`config.mk`:
```
export PLATFORM = sky130hd
export DESIGN_NAME = mult_pipe
export DESIGN_NICKNAME = d
export VERILOG_FILES = /design/src/rtl/mult_pipe_pkg.sv /design/src/rtl/mult_pipe_front.sv /design/src/rtl/mult_pipe.sv
export SDC_FILE = /design/constraint.sdc
export NUM_CORES = 2
export LEC_CHECK = 0
export BUFFER_PORTS_ARGS = -buffer_cell sky130_fd_sc_hd__buf_2
export CORE_ASPECT_RATIO = 0.6
export CORE_MARGIN = 1.5
export CORE_UTILIZATION = 55
export CTS_CLUSTER_DIAMETER = 200
export DETAILED_ROUTE_END_ITERATION = 16
export HOLD_SLACK_MARGIN = 0.12
export PLACE_DENSITY = 0.73
export SLEW_MARGIN = 20
export SYNTH_ARGS = -nofsm -noshare
export SYNTH_HDL_FRONTEND = slang
export SYNTH_HIERARCHICAL = 1
export SYNTH_SLANG_ARGS = --single-unit
export TNS_END_PERCENT = 20
```
`constraint.sdc`:
```
create_clock -name clock -period 20.1 [get_ports clock]
set_input_delay 4.02 -clock clock [delete_from_list [all_inputs] [get_ports clock]]
set_output_delay 4.02 -clock clock [all_outputs]
set_load 0.02 [all_outputs]
```
`src/rtl/mult_pipe_pkg.sv`:
```
// Multiply-lane definitions shared by decode, execute and writeback.
// Mode bits, default depth and the per-stage control bundle.
package mult_pipe_pkg;

   localparam int MULT_STAGES_DEFAULT = 3;

   // Tag field is sized for the widest register file; narrower
   // instances zero-extend into it.
   localparam int MULT_DEST_MAX = 8;

   typedef struct packed {
      logic sgn;
      logic high;
   } mult_mode_t;

   typedef struct packed {
      logic                     oper;
      logic [MULT_DEST_MAX-1:0] regdest;
      mult_mode_t               mode;
      logic                     neg;
      logic                     iszero;
   } mult_ctrl_t;

endpackage

```
`src/rtl/mult_pipe_front.sv`:
```
// Stage 0 of the multiplier: operand capture, magnitudes and flags.
// Ports: operands/tag/mode in, stall/flush; ctrl bundle and magnitudes out.
module mult_pipe_front
   import mult_pipe_pkg::*;
#(
   parameter int WIDTH  = 32,
   parameter int DEST_W = 5
) (
   input  logic              clock,
   input  logic              reset,
   input  logic              in_oper,
   input  logic [WIDTH-1:0]  in_rega,
   input  logic [WIDTH-1:0]  in_regb,
   input  logic [DEST_W-1:0] in_regdest,
   input  logic              in_signed,
   input  logic              in_high,
   input  logic              stall,
   input  logic              flush,
   output mult_ctrl_t        ctrl,
   output logic [WIDTH-1:0]  mag_a,
   output logic [WIDTH-1:0]  mag_b
);

   logic       neg_a;
   logic       neg_b;
   logic       iszero;
   mult_ctrl_t nxt;
   logic [WIDTH-1:0] nxt_a;
   logic [WIDTH-1:0] nxt_b;

   always_comb begin
      neg_a  = in_signed & in_rega[WIDTH-1];
      neg_b  = in_signed & in_regb[WIDTH-1];
      iszero = (in_rega == '0) || (in_regb == '0);
      nxt    = '0;
      nxt_a  = '0;
      nxt_b  = '0;
      // Invalid slots carry an all-zero payload down the chain.
      if (in_oper) begin
         nxt.oper                = 1'b1;
         nxt.regdest[DEST_W-1:0] = in_regdest;
         nxt.mode.sgn            = in_signed;
         nxt.mode.high           = in_high;
         nxt.neg                 = (neg_a ^ neg_b) & ~iszero;
         nxt.iszero              = iszero;
         // Most-negative value negates to itself, which is the
         // correct unsigned magnitude 2^(WIDTH-1).
         nxt_a = neg_a ? -in_rega : in_rega;
         nxt_b = neg_b ? -in_regb : in_regb;
      end
   end

   always_ff @(posedge clock or posedge reset) begin
      if (reset) begin
         ctrl  <= '0;
         mag_a <= '0;
         mag_b <= '0;
      end else if (flush) begin
         ctrl  <= '0;
         mag_a <= '0;
         mag_b <= '0;
      end else if (!stall) begin
         ctrl  <= nxt;
         mag_a <= nxt_a;
         mag_b <= nxt_b;
      end
   end

endmodule

```
`src/rtl/mult_pipe.sv`:
```
// Pipelined signed/unsigned multiplier with stall and flush.
// Ports: clock/reset, op inputs, stall/flush; result, tag, valid, inflight.
module mult_pipe
   import mult_pipe_pkg::*;
#(
   parameter int WIDTH  = 32,
   parameter int STAGES = MULT_STAGES_DEFAULT,
   parameter int DEST_W = 5
) (
   input  logic                        clock,
   input  logic                        reset,
   input  logic                        in_oper,
   input  logic [WIDTH-1:0]            in_rega,
   input  logic [WIDTH-1:0]            in_regb,
   input  logic [DEST_W-1:0]           in_regdest,
   input  logic                        in_signed,
   input  logic                        in_high,
   input  logic                        stall,
   input  logic                        flush,
   output logic                        out_oper,
   output logic [WIDTH-1:0]            out_result,
   output logic [DEST_W-1:0]           out_regdest,
   output logic [$clog2(STAGES+1)-1:0] inflight
);

   localparam int P  = 2 * WIDTH;
   localparam int IW = $clog2(STAGES+1);

   mult_ctrl_t       f_ctrl;
   logic [WIDTH-1:0] f_a;
   logic [WIDTH-1:0] f_b;
   logic [P-1:0]     f_prod;
   logic [P-1:0]     mid_prod;
   mult_ctrl_t       mid_ctrl;
   logic [P-1:0]     sgn_prod;
   logic [WIDTH-1:0] half;
   logic [WIDTH-1:0] res_d;
   logic             unused_bits;

   mult_pipe_front #(
      .WIDTH  (WIDTH),
      .DEST_W (DEST_W)
   ) u_front (
      .clock      (clock),
      .reset      (reset),
      .in_oper    (in_oper),
      .in_rega    (in_rega),
      .in_regb    (in_regb),
      .in_regdest (in_regdest),
      .in_signed  (in_signed),
      .in_high    (in_high),
      .stall      (stall),
      .flush      (flush),
      .ctrl       (f_ctrl),
      .mag_a      (f_a),
      .mag_b      (f_b)
   );

   assign f_prod = P'(f_a) * P'(f_b);

   generate
      if (STAGES == 2) begin : g_short
         // Two-deep pipe: product and re-sign share the last stage.
         assign mid_prod = f_prod;
         assign mid_ctrl = f_ctrl;
      end else begin : g_chain
         logic [P-1:0] prod_q [1:STAGES-2];
         mult_ctrl_t   ctrl_q [1:STAGES-2];

         always_ff @(posedge clock or posedge reset) begin
            if (reset) begin
               for (int k = 1; k <= STAGES-2; k++) begin
                  prod_q[k] <= '0;
                  ctrl_q[k] <= '0;
               end
            end else if (flush) begin
               for (int k = 1; k <= STAGES-2; k++) begin
                  prod_q[k] <= '0;
                  ctrl_q[k] <= '0;
               end
            end else if (!stall) begin
               prod_q[1] <= f_prod;
               ctrl_q[1] <= f_ctrl;
               for (int k = 2; k <= STAGES-2; k++) begin
                  prod_q[k] <= prod_q[k-1];
                  ctrl_q[k] <= ctrl_q[k-1];
               end
            end
         end

         assign mid_prod = prod_q[STAGES-2];
         assign mid_ctrl = ctrl_q[STAGES-2];
      end
   endgenerate

   always_comb begin
      sgn_prod = mid_ctrl.neg ? -mid_prod : mid_prod;
      half     = mid_ctrl.mode.high ? sgn_prod[P-1:WIDTH]
                                    : sgn_prod[WIDTH-1:0];
      res_d    = '0;
      if (mid_ctrl.oper && !mid_ctrl.iszero)
         res_d = half;
   end

   // Mode sign and the tag padding are consumed in stage 0 only.
   assign unused_bits = ^{mid_ctrl.mode.sgn, mid_ctrl.regdest};

   always_ff @(posedge clock or posedge reset) begin
      if (reset) begin
         out_oper    <= 1'b0;
         out_result  <= '0;
         out_regdest <= '0;
         inflight    <= '0;
      end else if (flush) begin
         out_oper    <= 1'b0;
         out_result  <= '0;
         out_regdest <= '0;
         inflight    <= '0;
      end else if (!stall) begin
         out_oper    <= mid_ctrl.oper;
         out_result  <= res_d;
         out_regdest <= mid_ctrl.regdest[DEST_W-1:0];
         // The op in the output register leaves on this edge.
         inflight    <= inflight + IW'(in_oper) - IW'(out_oper);
      end
   end

endmodule
```
==> impl_summary.txt <==
----------------------------------------------------
[Detailed routing]
  Residual DRC count ... 0
  Remaining antenna violation count after routing ... 0
  Avg Vias per Cell ... 5.775
  Drt pass-1 iters ... 6
  Vias ... 33330
  Average detailed-routed wire length per instance ... 22.00 um
  Total wire length after detailed routing ... 127.0 mm
  DR iter-0 viols ... around 3700

[Timing]
  Max_slew headroom ... 20.88%
  Highest attainable clock frequency ... ~120 MHz
  Final total negative setup slack ... 0 ns
  Setup repair after global routing missed its margin ... no
  Final Hold Vio Count ... 0
  Max Slew Vio Count ... 0
  Shortest period the worst path allows ... about 8.5 ns
  Setup violations, final ... 0
  Portion of the clock cycle consumed by the worst path in the final layout ... between 40% and 50%
  Clk_skew ... 0.02021 ns
  Transition time at the pin with the least slew margin ... 1.187 ns

[Clocking]
  Clock insertion delay at the later pin of the skew report ... 0.47 ns
  Reg clk slew, reported paths ... 0.09 ns
  TritonCTS clock tree ... done
  Post-CTS Hold Buffers ... 0
  Master cell of the clock root buffer ... clkbuf_16
  Number of buffers inserted during clock tree synthesis ... 17
  Post-cts sizing count ... 0
  Sinks on the clock net ... roughly 190
  Max Root-Sink Buffers ... 2
  Setup Buffers After CTS ... 0
  CTS H-tree depth ... 4

[Global routing]
  Most Used Layer, Global Route ... met1
  Initial antenna violation count ... 8
  Via count of the first global-routing pass ... 33960
  Total global-route track usage ... 33.08%
  Global-route wire length before repair ... 201.5 mm
  Maximum number of pins on one net before global-route repair ... 67
  M3 GR Usage ... around 8.3%
  Total congestion overflow after global routing ... 0
  Met2 Resource Use GR ... a little under half
  Met1 track demand over resource ... 51.84%

[Worst setup path]
  WP buf/inv ... 4
  Destination of the critical timing path ... g_chain.prod_q[63]
  Start point of the critical path ... u_front/mag_b[5]
  Type of destination of the critical path ... register
  Critical path class ... register to register
  Critical R2R Capture ... g_chain.prod_q[63]
  Required time of the critical path ... slightly above 20 ns
  Top delay family on crit path ... adder cells
  Slowest cell on crit path ... dfrtp_1
  Max incr delay on CP ... between 1 and 1.5 ns
  Critical Path Start Type ... register
  Largest fanout on the critical path ... 33
  Slack of the worst reg-to-reg path ... 11.65 ns
  WP data arrival ... between 8 and 9 ns
  R2r worst-path depth ... 24
  Critical register-to-register path startpoint ... u_front/mag_b[5]
  Cell with the most instances on the worst path ... fa_1
  Number of logic stages on the critical path including buffering ... 24
  Ordered list of cells on the worst path ... and2_1 > fa_1 > fa_1 > fa_1 > inv_1 > fa_1 > inv_1 > fa_1 > inv_1 > fa_1 > inv_1 > fa_1 > fa_1 > ha_1 > a21oi_1 > o21ai_0 > a211oi_1 > nor3_1 > or3_1 > o31a_1 > a31o_2 > a41oi_2 > mux2i_1 > a221o_1

[Synthesis]
  Post-Syn Area per Cell ... ~9.0 um^2
  Post-Synthesis Cell Area ... 43170 um^2
  Number of nets in the synthesized netlist ... 6020
  Number of instances in the synthesized netlist ... 4780
  Yosys warnings ... 6

[Cells and area]
  Area growth from synthesis to layout ... 4.605%
  Share of post-route cells with drive strength above 1 ... about 5.6%
  Count of filler cells inserted in the layout ... 6800
  Final net count ... 5941

[Power]
  Total power ... ~0.0012 W
  VDD IR-drop max ... 0.07104 mV
  Static Leakage ... 22.72 nW
  Pwr Density ... 27.19 nW/um^2

[Place]
  Number of input and output port buffers inserted ... 115
  Final weighted congestion of routability-driven global placement ... 1.027
  Estimated wirelength of the detail-placed design ... 100.1 mm

[Job]
  Max_cap viols ... 0

[Floorplanning]
  Vertical die dimension ... between 200 and 250 um
  Number of top-level pins ... about 120
  Floorplan Core Area ... 77590 um^2
  Initial core utilization ... 55.64%
  Die extent in x ... 364.7 um
  Die area ... 80240 um^2
  Row cnt ... 79

[Outcome]
  Status ... finished clean

[Worst hold path]
  Worst hold path type ... register to register

----------------------------------------------------
-- worst register-to-register path, delay by kind of cell, from the launching register on --
kind,cells,cell delay (ns)
muxes,1,0.09
and+or+nand+nor,3,0.91
AOI/OAI and AO/OA,7,1.83
buffers and inverters,4,0.22
adders and majority gates,9,4.22
DFF,1,1.08
-- registers in the layout (all words and copies together) (netlist names) --
| register | count |
|---|---|
| g_chain.prod_q | 64 |
| u_front/mag_b | 32 |
| g_chain.ctrl_q | 9 |
| u_front/mag_a | 32 |
| out_oper | 1 |
| out_result | 32 |
| inflight | 2 |
| out_regdest | 5 |
| u_front/ctrl | 9 |
-- metrics by stage --
stage	cell area [um^2]	worst slack, ns	utilization (%)	instances	hold WS, ns
after floorplan	43170	12.77	-	4780	0.4463
after global placement	44540	11.89	57.40	5735	0.4613
after detailed placement	44540	11.78	57.40	5735	0.4653
after CTS	45140	11.72	58.18	5767	0.4851
after global routing	45150	11.01	58.19	5768	0.5158
final	45160	11.65	58.20	5772	0.4851
-- worst min path at each step --
stage / startpoint / to / slack (ns) / cells past startpoint
after floorplan: u_front/ctrl[12] / u_front/ctrl[12] / 0.45 / 2
after global placement: u_front/mag_a[5] / u_front/mag_a[5] / 0.46 / 2
after detailed placement: out_result[7] / out_result[7] / 0.47 / 2
after CTS: out_result[7] / out_result[7] / 0.49 / 2
after global routing: u_front/mag_a[5] / u_front/mag_a[5] / 0.52 / 2
final: out_result[7] / out_result[7] / 0.49 / 2
-- cell type report --
cell class	count	area [um^2]	area share (%)
Sequential cell	186	4662	10.32
Clock inverter	14	170.2	0.3768
Tap cell	1053	1318	2.917
Clock buffer	18	429.2	0.9503
Antenna cell	5	12.51	0.02770
Timing Repair Buffer	183	1090	2.413
Multi-Input combinational cell	3437	34190	75.70
Inverter	876	3292	7.289
-- layer usage --
metal  wire (um)  share of wire (%)
met3       15920                 13
met2       51090                 40
met4        2297                1.8
met5           0                  0
met1       57660                 45
-- cells in the final DEF, fill, tap and decap left out, types with 13 or more instances in the layout --
master,instances
a21o_1,26
a21oi_1,130
a31oi_1,15
and2_1,597
and3_1,14
buf_2,115
buf_4,67
clkbuf_16,17
dfrtp_1,180
fa_1,896
ha_1,268
inv_1,873
mux2i_1,29
nand2_1,666
nand3_1,23
nand4_1,23
nor2_1,129
nor3_1,30
nor4_1,15
o21ai_0,153
o21bai_1,18
o221ai_1,22
o31ai_1,38
o41ai_1,13
or3_1,20
xnor2_1,79
xor2_1,92
-- power by group --
part / switching (W) / internal (W) / total, W
clock: 0.000183 / 0.000169 / 0.000352
sequential: 0.0000283 / 0.000388 / 0.000416
combinational: 0.000315 / 0.000145 / 0.000460
(Power assumes the default switching activity.)
